[src/rtl/usb_tx_controller.sv]
// Packet sequencer for the USB byte transmitter: SYNC, PID, payload from the TX FIFO,
// EOP and a trailing idle J bit, with underrun reporting to the protocol layer.
module usb_tx_controller #(
    parameter int CLKS_PER_BIT = 8,
    parameter int MAX_LEN      = 64
) (
    input  logic       clk,
    input  logic       n_rst,
    input  logic       tx_start,
    input  logic [3:0] tx_pid,
    input  logic [6:0] tx_len,
    input  logic       fifo_empty,
    input  logic       Load_Byte,
    output logic [7:0] FSM_byte,
    output logic       select,
    output logic       load_en,
    output logic       Tim_rst,
    output logic       Tim_en,
    output logic       idle,
    output logic       eop,
    output logic       fifo_pop,
    output logic       tx_busy,
    output logic       tx_done,
    output logic       tx_error,
    output logic [2:0] state_dbg
);

    typedef enum logic [2:0] {
        IDLE      = 3'd0,
        LOAD_SYNC = 3'd1,
        SEND_SYNC = 3'd2,
        SEND_PID  = 3'd3,
        SEND_DATA = 3'd4,
        SEND_EOP  = 3'd5,
        EOP_J     = 3'd6,
        DONE      = 3'd7
    } state_t;

    localparam int              CW        = $clog2(2 * CLKS_PER_BIT + 1);
    localparam logic [CW-1:0]   EOP_LAST  = CW'(2 * CLKS_PER_BIT - 1);
    localparam logic [CW-1:0]   J_LAST    = CW'(CLKS_PER_BIT - 1);
    localparam logic [6:0]      MAX_LEN_C = 7'(MAX_LEN);

    state_t        state, state_n;
    logic [3:0]    pid_r, pid_n;
    logic [6:0]    rem, rem_n;
    logic [CW-1:0] cnt, cnt_n;
    logic          err_n;

    always_ff @(posedge clk or negedge n_rst) begin
        if (!n_rst) begin
            state    <= IDLE;
            pid_r    <= 4'd0;
            rem      <= 7'd0;
            cnt      <= '0;
            tx_error <= 1'b0;
        end else begin
            state    <= state_n;
            pid_r    <= pid_n;
            rem      <= rem_n;
            cnt      <= cnt_n;
            tx_error <= err_n;
        end
    end

    // Next state; fifo_pop is the only Mealy output, tied to the Load_Byte cycle.
    always_comb begin
        state_n  = state;
        pid_n    = pid_r;
        rem_n    = rem;
        cnt_n    = cnt;
        err_n    = tx_error;
        fifo_pop = 1'b0;
        case (state)
            IDLE: begin
                cnt_n = '0;
                if (tx_start) begin
                    pid_n   = tx_pid;
                    rem_n   = (tx_len > MAX_LEN_C) ? MAX_LEN_C : tx_len;
                    err_n   = 1'b0;
                    state_n = LOAD_SYNC;
                end
            end
            LOAD_SYNC: state_n = SEND_SYNC;
            SEND_SYNC: begin
                if (Load_Byte) state_n = SEND_PID;
            end
            SEND_PID, SEND_DATA: begin
                if (Load_Byte) begin
                    if (rem == 7'd0) begin
                        state_n = SEND_EOP;
                        cnt_n   = '0;
                    end else if (fifo_empty) begin
                        // Underrun truncates the packet rather than stalling the line.
                        err_n   = 1'b1;
                        state_n = SEND_EOP;
                        cnt_n   = '0;
                    end else begin
                        fifo_pop = 1'b1;
                        rem_n    = rem - 7'd1;
                        state_n  = SEND_DATA;
                    end
                end
            end
            SEND_EOP: begin
                if (cnt == EOP_LAST) begin
                    cnt_n   = '0;
                    state_n = EOP_J;
                end else begin
                    cnt_n = cnt + 1'b1;
                end
            end
            EOP_J: begin
                if (cnt == J_LAST) begin
                    cnt_n   = '0;
                    state_n = DONE;
                end else begin
                    cnt_n = cnt + 1'b1;
                end
            end
            DONE:    state_n = IDLE;
            default: state_n = IDLE;
        endcase
    end

    // Moore output decode from the registered state.
    always_comb begin
        FSM_byte = 8'h00;
        select   = 1'b0;
        load_en  = 1'b0;
        Tim_rst  = 1'b0;
        Tim_en   = 1'b0;
        idle     = 1'b0;
        eop      = 1'b0;
        tx_busy  = (state != IDLE);
        tx_done  = 1'b0;
        case (state)
            IDLE: begin
                idle    = 1'b1;
                Tim_rst = 1'b1;
            end
            LOAD_SYNC: begin
                load_en  = 1'b1;
                select   = 1'b1;
                FSM_byte = 8'h80;
                Tim_rst  = 1'b1;
            end
            SEND_SYNC: begin
                Tim_en   = 1'b1;
                select   = 1'b1;
                FSM_byte = {~pid_r, pid_r};
            end
            SEND_PID: begin
                Tim_en   = 1'b1;
                select   = (rem == 7'd0);
                FSM_byte = {~pid_r, pid_r};
            end
            SEND_DATA: begin
                Tim_en   = 1'b1;
                FSM_byte = {~pid_r, pid_r};
            end
            SEND_EOP: eop = 1'b1;
            EOP_J:    idle = 1'b1;
            DONE: begin
                tx_done = 1'b1;
                idle    = 1'b1;
                Tim_rst = 1'b1;
            end
            default: ;
        endcase
    end

    assign state_dbg = state;

endmodule
[config.mk]
export PLATFORM = sky130hd
export DESIGN_NAME = usb_tx_controller
export DESIGN_NICKNAME = d
export VERILOG_FILES = /design/src/rtl/usb_tx_controller.sv
export SDC_FILE = /design/constraint.sdc
export NUM_CORES = 1
export LEC_CHECK = 0
export ABC_AREA = 1
export CAP_MARGIN = 5
export CELL_PAD_IN_SITES_DETAIL_PLACEMENT = 0
export CELL_PAD_IN_SITES_GLOBAL_PLACEMENT = 1
export CORE_UTILIZATION = 38
export DETAILED_ROUTE_END_ITERATION = 12
export PLACE_DENSITY = 0.83
export SYNTH_ARGS = -nofsm -noshare
export SYNTH_HDL_FRONTEND = slang
export SYNTH_SLANG_ARGS = --single-unit
[constraint.sdc]
create_clock -name clk -period 2.6 [get_ports clk]
set_clock_uncertainty 0.05 [all_clocks]
set_input_delay 0.26 -clock clk [delete_from_list [all_inputs] [get_ports clk]]
set_output_delay 0.26 -clock clk [all_outputs]
set_load 0.01 [all_outputs]
==> results, run 1 <==
- For this design, the sink count on the clock tree is 20.
- The die is 65.7 µm wide.
- The critical path data arrival time is 2.16 ns.
- The number of iterations in the first detailed-routing pass is 4.
- The mean number of vias per cell is 4.52.
- The total standard cell area after synthesis is 0.00154 mm².
- The met1 track utilization from global routing is 24.3%.
- The post-detailed-route wirelength per cell is 11.0 µm.
- The initial utilization of the core area, before any placement, comes to 40.9%.
- The total die area is 0.00432 mm².
- Ranked by total cell area, the synthesized netlist is headed by dfrtp_1 (32%), nand2_1 (20%), inv_1 (7.8%).
- The instance count of the mapped netlist is 219.
- The count of distinct cell types in the synthesized netlist is 24.
- Setup violations remaining at the end of the flow were counted as 0.
- The total wire length after detailed routing is 3.42 mm.
- The top achievable clock speed is 0.406 GHz.
- The Yosys step of the flow raised 0 warnings.
- The worst setup path is of the reg -> out kind.
- The core outline area is 0.00377 mm².
- The area growth from synthesis to layout is 33.3%.
- The repair_antennas step left the layout with diodes totalling 0.
- Of the cells placed in the final design, the portion with a size suffix greater than 1 is 14.1%.
- The worst reg2reg path endpoint is state_dbg[0]$_DFFE_PN0P_.
- The remaining routing DRC violations is 0.
- The final hold violation count is 0.
- The destination of the critical timing path is select.
- The initial antenna violation count was 0.
- The type of destination of the critical path is a primary output.
- The synthesized netlist net count is 244.
- In this run the number of H-tree levels came out at 1.
- Max-cap violations in this run came to 0.
- In the final timing run, aggregate negative setup slack is 0 ns.
- The number of global-route vias before repair came to 1,257.
- Tracing the worst setup path back leads to its startpoint at rem[0]$_DFFE_PN0P_.
- The worst vdd rail ir drop is 0.776 mV.
- The CTS tree is yes.
- The run finished with clean final reports.
- The remaining global-route overflow is 0.
- The share of the synthesized area in the top cell type is 32.4%.
- The count of buffers from port buffering is 36.
- The clock-pin slew on the worst setup and hold paths is 0.08 ns.
- The first-pass GRT wire length is 5.66 mm.
- The leakage power is 0.00116 µW.
- The number of hold buffers added after cts is 0.
- The maximum buffer depth of the clock tree is 2.
- dfrtp_1 takes more of the synthesized area than any other cell.
- The total power density per cell area is 1310 mW/mm².
- Dividing the final minimum period by the clock period gives 94.8%.
- The layer flagged by global routing as most heavily used is met2.
- Entering global routing, the biggest net connects 21 pins.
- The library cells used most frequently in the layout, excluding fill and tap cells, are nand2_1 (83), clkdlybuf4s50_1 (33), inv_1 (31).
- The number of buffers inserted during clock tree synthesis is 3.
- The setup slack on the worst flop-to-flop path is 0.89 ns.
- For this run, global-route usage on met2 was measured as 25.8%.
- The average cell area after synthesis is 7.04 µm².
- The headroom to the max-slew limit is 75.2%.
- The critical register-to-register path startpoint is cnt[0]$_DFFE_PN0P_.
- The register area share after synthesis is 32.4%.
- Global routing used 17.2% of the available tracks across all layers.
- Counting flops and latches in the post-synthesis netlist gives 20.
- Measured along the y axis, the die boundary spans 65.7 µm.
- The violation count after the first detailed-route iteration is 96.
- For the worst setup path, the data required time is 2.29 ns.
- The met3 capacity usage during global routing is 4.51%.
- The tree is rooted in a clkbuf_8.
- The number of nets still failing antenna checks after routing is 0.
- The peak fanout along the critical path is 5.
- Hold timing on the final database bottoms out at a slack of 0.287 ns.
- The overall power of the completed layout is 2700 µW.
- The leading cell type in the layout, fill and taps excluded is nand2_1.
- 37 I/O pins were placed.
- The sort of element at the start of the critical path is a register.
- The number of vias after detailed routing is 1,407.
- After layout, the minimum clock period comes to 2.47 ns.
- The number of nets in the finished design is 289.
- The max-slew violation total from the final report is 0.
- The initialized floorplan defines 22 standard-cell rows.
- At the end of routability-driven placement, the weighted congestion stood at 0.827.
- The detailed placer's ending HPWL is 2.70 mm.
- The tightest min-delay check is of the in -> async type.
- At the pin with the least slew margin, the transition time is 0.372 ns.
- Measured in cells, the most critical reg-to-reg path has a length of 9.
- Setup repair after global routing left no endpoint under its margin.
- At the later pin of the worst-skew pair, clock insertion delay measures 0.26 ns.
## synth_stat cells
library cell / instances
nand2_1: 83
inv_1: 32
dfrtp_1: 20
nand3_1: 13
nor2_1: 13
o21ai_0: 11
ha_1: 9
nand2_2: 6
nand2_4: 5
mux2_2: 4
o21ai_1: 4
or2_2: 3
buf_6: 2
nand4_1: 2
nor2_2: 2
xor2_1: 2
a21oi_1: 1
inv_6: 1
nand3_2: 1
nand3_4: 1
nor2_4: 1
nor2_8: 1
o211ai_1: 1
or2_0: 1
## where the power goes
group | internal [µW] | switching (µW)
logic | 857 | 1040
registers | 433 | 128
clock network | 135 | 105
total | 1420 | 1270
## logic make-up after synthesis
group / after synthesis / synth area share [%]
and+or+nand+nor: 132 / 40.7
buffers and inverters: 35 / 9.81
AOI/OAI and AO/OA: 17 / 5.68
xor gates and xnor gates: 2 / 1.14
DFF: 20 / 32.4
adders and majority gates: 9 / 7.30
muxes: 4 / 2.92
## timing repair
action,4_1_cts,5_1_grt
setup buffers,0,5
gates resized for setup,0,6
endpoints found under the setup margin,0,4
## sequential cells by signal (all words and copies together), names as in the netlist
name	cells
tx_error	1
pid_r	4
cnt	5
state_dbg	3
rem	7
## per-layer routing
| layer | share of wire (%) | up-vias |
|---|---|---|
| li1 | - | 761 |
| met1 | 52 | 614 |
| met2 | 42 | 30 |
| met3 | 5.8 | 2 |
| met4 | 0.41 | 0 |
| met5 | 0 | - |
## worst min path at each step
stage | end | slack, ns | cells past startpoint
floorplan | cnt[0]$_DFFE_PN0P_ | -0.09 | 0
global placement | rem[6]$_DFFE_PN0P_ | 0.44 | 2
detailed placement | rem[1]$_DFFE_PN0P_ | 0.44 | 2
CTS | cnt[1]$_DFFE_PN0P_ | 0.29 | 2
global route | cnt[3]$_DFFE_PN0P_ | 0.32 | 2
finish | cnt[3]$_DFFE_PN0P_ | 0.29 | 2
## final cells by class
cell class	count	area, µm²
fillers	376	1720
flip-flops and latches	20	500
multi-input cells	164	898
clock buffers	4	55.1
well taps	48	60.1
inverters	33	129
repair buffers	42	413
## metrics by stage
| stage | instances | cell area (µm²) | utilization, % | setup WS [ns] |
|---|---|---|---|---|
| global placement | 302 | 1950 | 51.7 | 0.371 |
| detailed placement | 302 | 1950 | 51.7 | 0.333 |
| global route | 311 | 2060 | 54.5 | 0.0337 |
| floorplan | 219 | 1540 | - | 0.880 |
| CTS | 306 | 2000 | 53.1 | 0.0253 |
| finish | 311 | 2060 | 54.5 | 0.135 |
## worst max-delay path, stage by stage (launching register included)
cell,delay [ns]
dfrtp_1,0.39
inv_1,0.15
ha_1,0.22
nand2_1,0.09
nor2_1,0.17
nand2_2,0.14
o211ai_1,0.17
clkdlybuf4s50_1,0.56
No activity file was read; power rests on OpenSTA's default activity.
==> run 2: changes to the inputs <==
--- a/config.mk
+++ b/config.mk
@@ -6,12 +6,14 @@
 export NUM_CORES = 1
 export LEC_CHECK = 0
 export ABC_AREA = 1
-export CAP_MARGIN = 5
+export ABC_CLOCK_PERIOD_IN_PS = 2600
+export CAP_MARGIN = 20
 export CELL_PAD_IN_SITES_DETAIL_PLACEMENT = 0
 export CELL_PAD_IN_SITES_GLOBAL_PLACEMENT = 1
-export CORE_UTILIZATION = 38
+export CORE_UTILIZATION = 48
 export DETAILED_ROUTE_END_ITERATION = 12
-export PLACE_DENSITY = 0.83
+export DONT_BUFFER_PORTS = 1
+export PLACE_DENSITY = 0.81
 export SYNTH_ARGS = -nofsm -noshare
 export SYNTH_HDL_FRONTEND = slang
 export SYNTH_SLANG_ARGS = --single-unit
==> run 2 against run 1 <==
Via count is 6.3% lower. Wire length is 4.4% lower. Final cell count is 14% lower. Non-clock buffer count is 41 lower. Die area is 20% lower. Global-route usage is 3.6 points higher.
==> results, run 2 (synthesis gave the netlist of run 1 again) <==
- The setup slack on the worst flop-to-flop path came to 0.80 ns (-0.09 ns).
- The total wire length after detailed routing is 3.27 mm (-4.4%).
- The wire length on met3 is 195 µm (-1.0%).
- The mean number of vias per cell was 4.95 (+9.5%).
- The maximum buffer depth of the clock tree is 2 (unchanged).
- The fill cell instance count of the final layout is 305 (-19%).
- In the final layout, the registers with the most flip-flops are rem (7), cnt (5), pid_r (4).
- The maximum number of pins on one net before global-route repair is 21 (unchanged).
- The width of the die is 58.7 µm (-11%).
- The initial standard-cell utilization of the core is 50.5% (+9.6 points).
- The synthesis-to-layout area growth is 6.16%.
- The type of the most critical hold path is in -> reg.
- Walking the worst path, the cells encountered are inv_1 -> ha_1 -> inv_1 -> nand2_1 -> nand2_2 -> nand2_4 -> inv_1 -> or2_2 -> inv_1.
- The worst setup path is captured at a primary output.
- After detailed routing, no signal wire sits above met4.
- The final worst setup slack is 0.360 ns (+0.225 ns).
- The largest stage delay on the critical path is 0.48 ns (-0.08 ns).
- The remaining global-route overflow was 0 (unchanged).
- The hold-critical path endpoint is tx_error$_DFFE_PN0P_.
- The final period utilization was 86.2% (-8.7 points).
- The remaining routing DRC violations was 0 (unchanged).
- The initial antenna violation count is 0 (unchanged).
- The share of total power in sequential cells came to 25.9% (+5.1 points).
- The post-detailed-route wirelength per cell is 12.3 µm (+12%).
- The detailed placer's ending HPWL was 2.53 mm (-6.4%).
- The part of the total power dissipated in combinational logic is 62.4% (-7.9 points).
- The critical path data arrival time is 1.93 ns (-0.23 ns).
- The latest clock arrival within the worst-skew pair is 0.31 ns (+0.05 ns).
- The sort of element at the start of the critical path is a register.
- The peak fanout along the critical path is 7 (+2).
- The number of H-tree levels was 1 (unchanged).
- The proportion of power drawn by the clock network is 11.7% (+2.8 points).
- The number of max-capacitance violations reported came to 0 (unchanged).
- The root buffer cell chosen for the clock tree is clkbuf_4.
- The count of cells along the worst register-to-register path is 10 (+1).
- The violation count after the first detailed-route iteration is 101 (+5.2%).
- The top achievable clock speed was 0.446 GHz (+10%).
- The number of global-route vias before repair is 1,204 (-4.2%).
- The final critical delay including setup and external delays came to 2.24 ns (-0.225 ns).
- The cell repeated most along the worst path is inv_1.
- The net switching power of the design is 1200 µW (-5.9%).
- The register with the most flip-flops is rem.
- The length of routed wiring on met1 is 1.58 mm (-10%).
- The headroom to the max-slew limit was 37.0% (-38 points).
- The met2 wirelength from detailed routing is 1.47 mm (+1.7%).
- Setup repair after global routing left no endpoint under its margin.
- The number of nets still failing antenna checks after routing was 0 (unchanged).
- The max-slew violation total from the final report is 0 (unchanged).
- The post-route non-filler standard cell count is 266 (-14%).
- The number of endpoints failing setup at the final stage came to 0 (unchanged).
- The chip height is 58.7 µm (-11%).
- The final setup TNS was 0 ns (unchanged).
- The core outline area is 0.00305 mm² (-19%).
- TritonCTS built the clock tree.
- The number of vias after detailed routing is 1,318 (-6.3%).
- The required arrival time at the worst endpoint is 2.29 ns (about the same).
- The first-pass GRT wire length came to 5.42 mm (-4.3%).
- The proportion of layout cells with a drive suffix above 1 is 13.1% (-1.0 points).
- The number of core rows is 20 (-9.1%).
- The number of nets in the finished design is 248 (-14%).
- The cell type of the slowest stage on the worst timing path is dfrtp_1.
- The number of iterations in the first detailed-routing pass was 4 (unchanged).
- The critical register-to-register path startpoint is state_dbg[0]$_DFFE_PN0P_.
- The worst vdd rail ir drop is 0.546 mV (-30%).
- The final estimated routing congestion in global placement is 0.866 (+4.7%).
- The number of buffers inserted during clock tree synthesis came to 3 (unchanged).
- The antenna cell count is 0 (unchanged).
- The total power density per cell area is 1370 mW/mm² (+4.0%).
- The origin of the worst min-delay path is fifo_empty.
- The run finished with clean final reports.
- The worst setup path is of the reg -> out kind.
- The number of cells traversed by the worst hold path is 2.
- The number of placed cells counting well taps is 261 (-14%).
- The count of buffers from port buffering is 0 (-100%).
- The library cells used most frequently in the layout, excluding fill and tap cells, are nand2_1 (83), inv_1 (32), dfrtp_1 (20).
- The flip-flop count of the largest register after layout came to 7 (unchanged).
- The leakage power is 0.000960 µW (-17%).
- The I/O pin count is 37 (unchanged).
- The total routing usage reported by global routing is 20.8% (+3.6 points).
- The post-cts repair resize count is 0 (unchanged).
- The final core utilization was 53.6% (-0.86 points).
- The worst reg2reg path endpoint is state_dbg[1]$_DFFE_PN0P_.
- The number of clock sinks seen by CTS is 20 (unchanged).
- The clock-pin slew on the worst setup and hold paths was 0.13 ns (+0.05 ns).
- The actual slew at the worst max-slew pin is 0.942 ns (+0.569 ns).
- The net switching fraction of the power came to 53.6% (+6.4 points).
- The internal portion of total power is 1040 µW (-27%).
- The total die area is 0.00344 mm² (-20%).
- The worst setup slack after placement is 0.710 ns (+0.378 ns).
- The final hold violation count is 0 (unchanged).
- Leaving out fill and tap cells, the most frequent cell in the layout is nand2_1.
[run 2: cell types whose count changed in the layout (fill, tap and decap cells not counted), sizes merged]
| cell | before | now |
|---|---|---|
| clkdlybuf4s50 | 33 | 0 |
| bufinv | 0 | 1 |
| dlygate4sd3 | 0 | 1 |
| clkbuf | 4 | 3 |
| dlymetal6s2s | 3 | 0 |
| buf | 6 | 0 |
[run 2: area by class of cell]
type	instances	area [µm²]	area share (%)
Multi-Input combinational cell	164	891	54.4
Timing Repair Buffer	1	10.0	0.611
Sequential cell	20	500	30.6
Inverter	33	129	7.87
Tap cell	44	55.1	3.36
Clock buffer	3	22.5	1.38
Clock inverter	1	30.0	1.83
[run 2: worst max-delay path by stage]
| stage | startpoint | end | slack, ns | cells after the start |
|---|---|---|---|---|
| 6_report | state_dbg[0]$_DFFE_PN0P_ | FSM_byte[5] | 0.36 | 9 |
| 5_1_grt | state_dbg[0]$_DFFE_PN0P_ | FSM_byte[5] | 0.21 | 9 |
| 4_1_cts | state_dbg[0]$_DFFE_PN0P_ | FSM_byte[5] | 0.34 | 9 |
| 3_5_place_dp | state_dbg[0]$_DFFE_PN0P_ | FSM_byte[5] | 0.71 | 9 |
| 3_3_place_gp | state_dbg[0]$_DFFE_PN0P_ | FSM_byte[6] | 0.77 | 9 |
| 2_1_floorplan | state_dbg[0]$_DFFE_PN0P_ | FSM_byte[4] | 0.88 | 9 |
[run 2: what timing repair did]
item,CTS,global route
endpoints found under the hold margin,20,0
buffers inserted,0,0
hold buffers,1,0
[run 2: worst max-delay path: cells and delay by family, from the launching register on]
kind | cells | cell delay (ns)
adders and majority gates | 1 | 0.18
buffers and inverters | 4 | 0.36
DFF | 1 | 0.48
and+or+nand+nor | 4 | 0.59
[run 2: power groups by stage]
stage / sequential (µW) / combinational [µW] / clock (µW)
3_5_place_dp: 586 / 1390 / 0
3_3_place_gp: 576 / 1380 / 0
5_1_grt: 600 / 1590 / 279
6_report: 580 / 1400 / 261
2_1_floorplan: 532 / 1230 / 0
4_1_cts: 579 / 1410 / 273
[run 2: per-stage QoR]
stage                     hold slack, ns  power [µW]  area (µm²)
after floorplan                  -0.0856        1760        1540
after global placement           -0.0852        1950        1580
after detailed placement         -0.0852        1980        1580
after CTS                         0.0163        2260        1640
after global routing              0.0211        2470        1640
final                             0.0273        2240        1640
[run 2: metal layers]
| layer | vias to the layer above | track usage (%) |
|---|---|---|
| li1 | 681 | - |
| met1 | 592 | 28.2 |
| met2 | 43 | 34.6 |
| met3 | 2 | 2.64 |
| met4 | 0 | 6.46 |
| met5 | - | 0 |
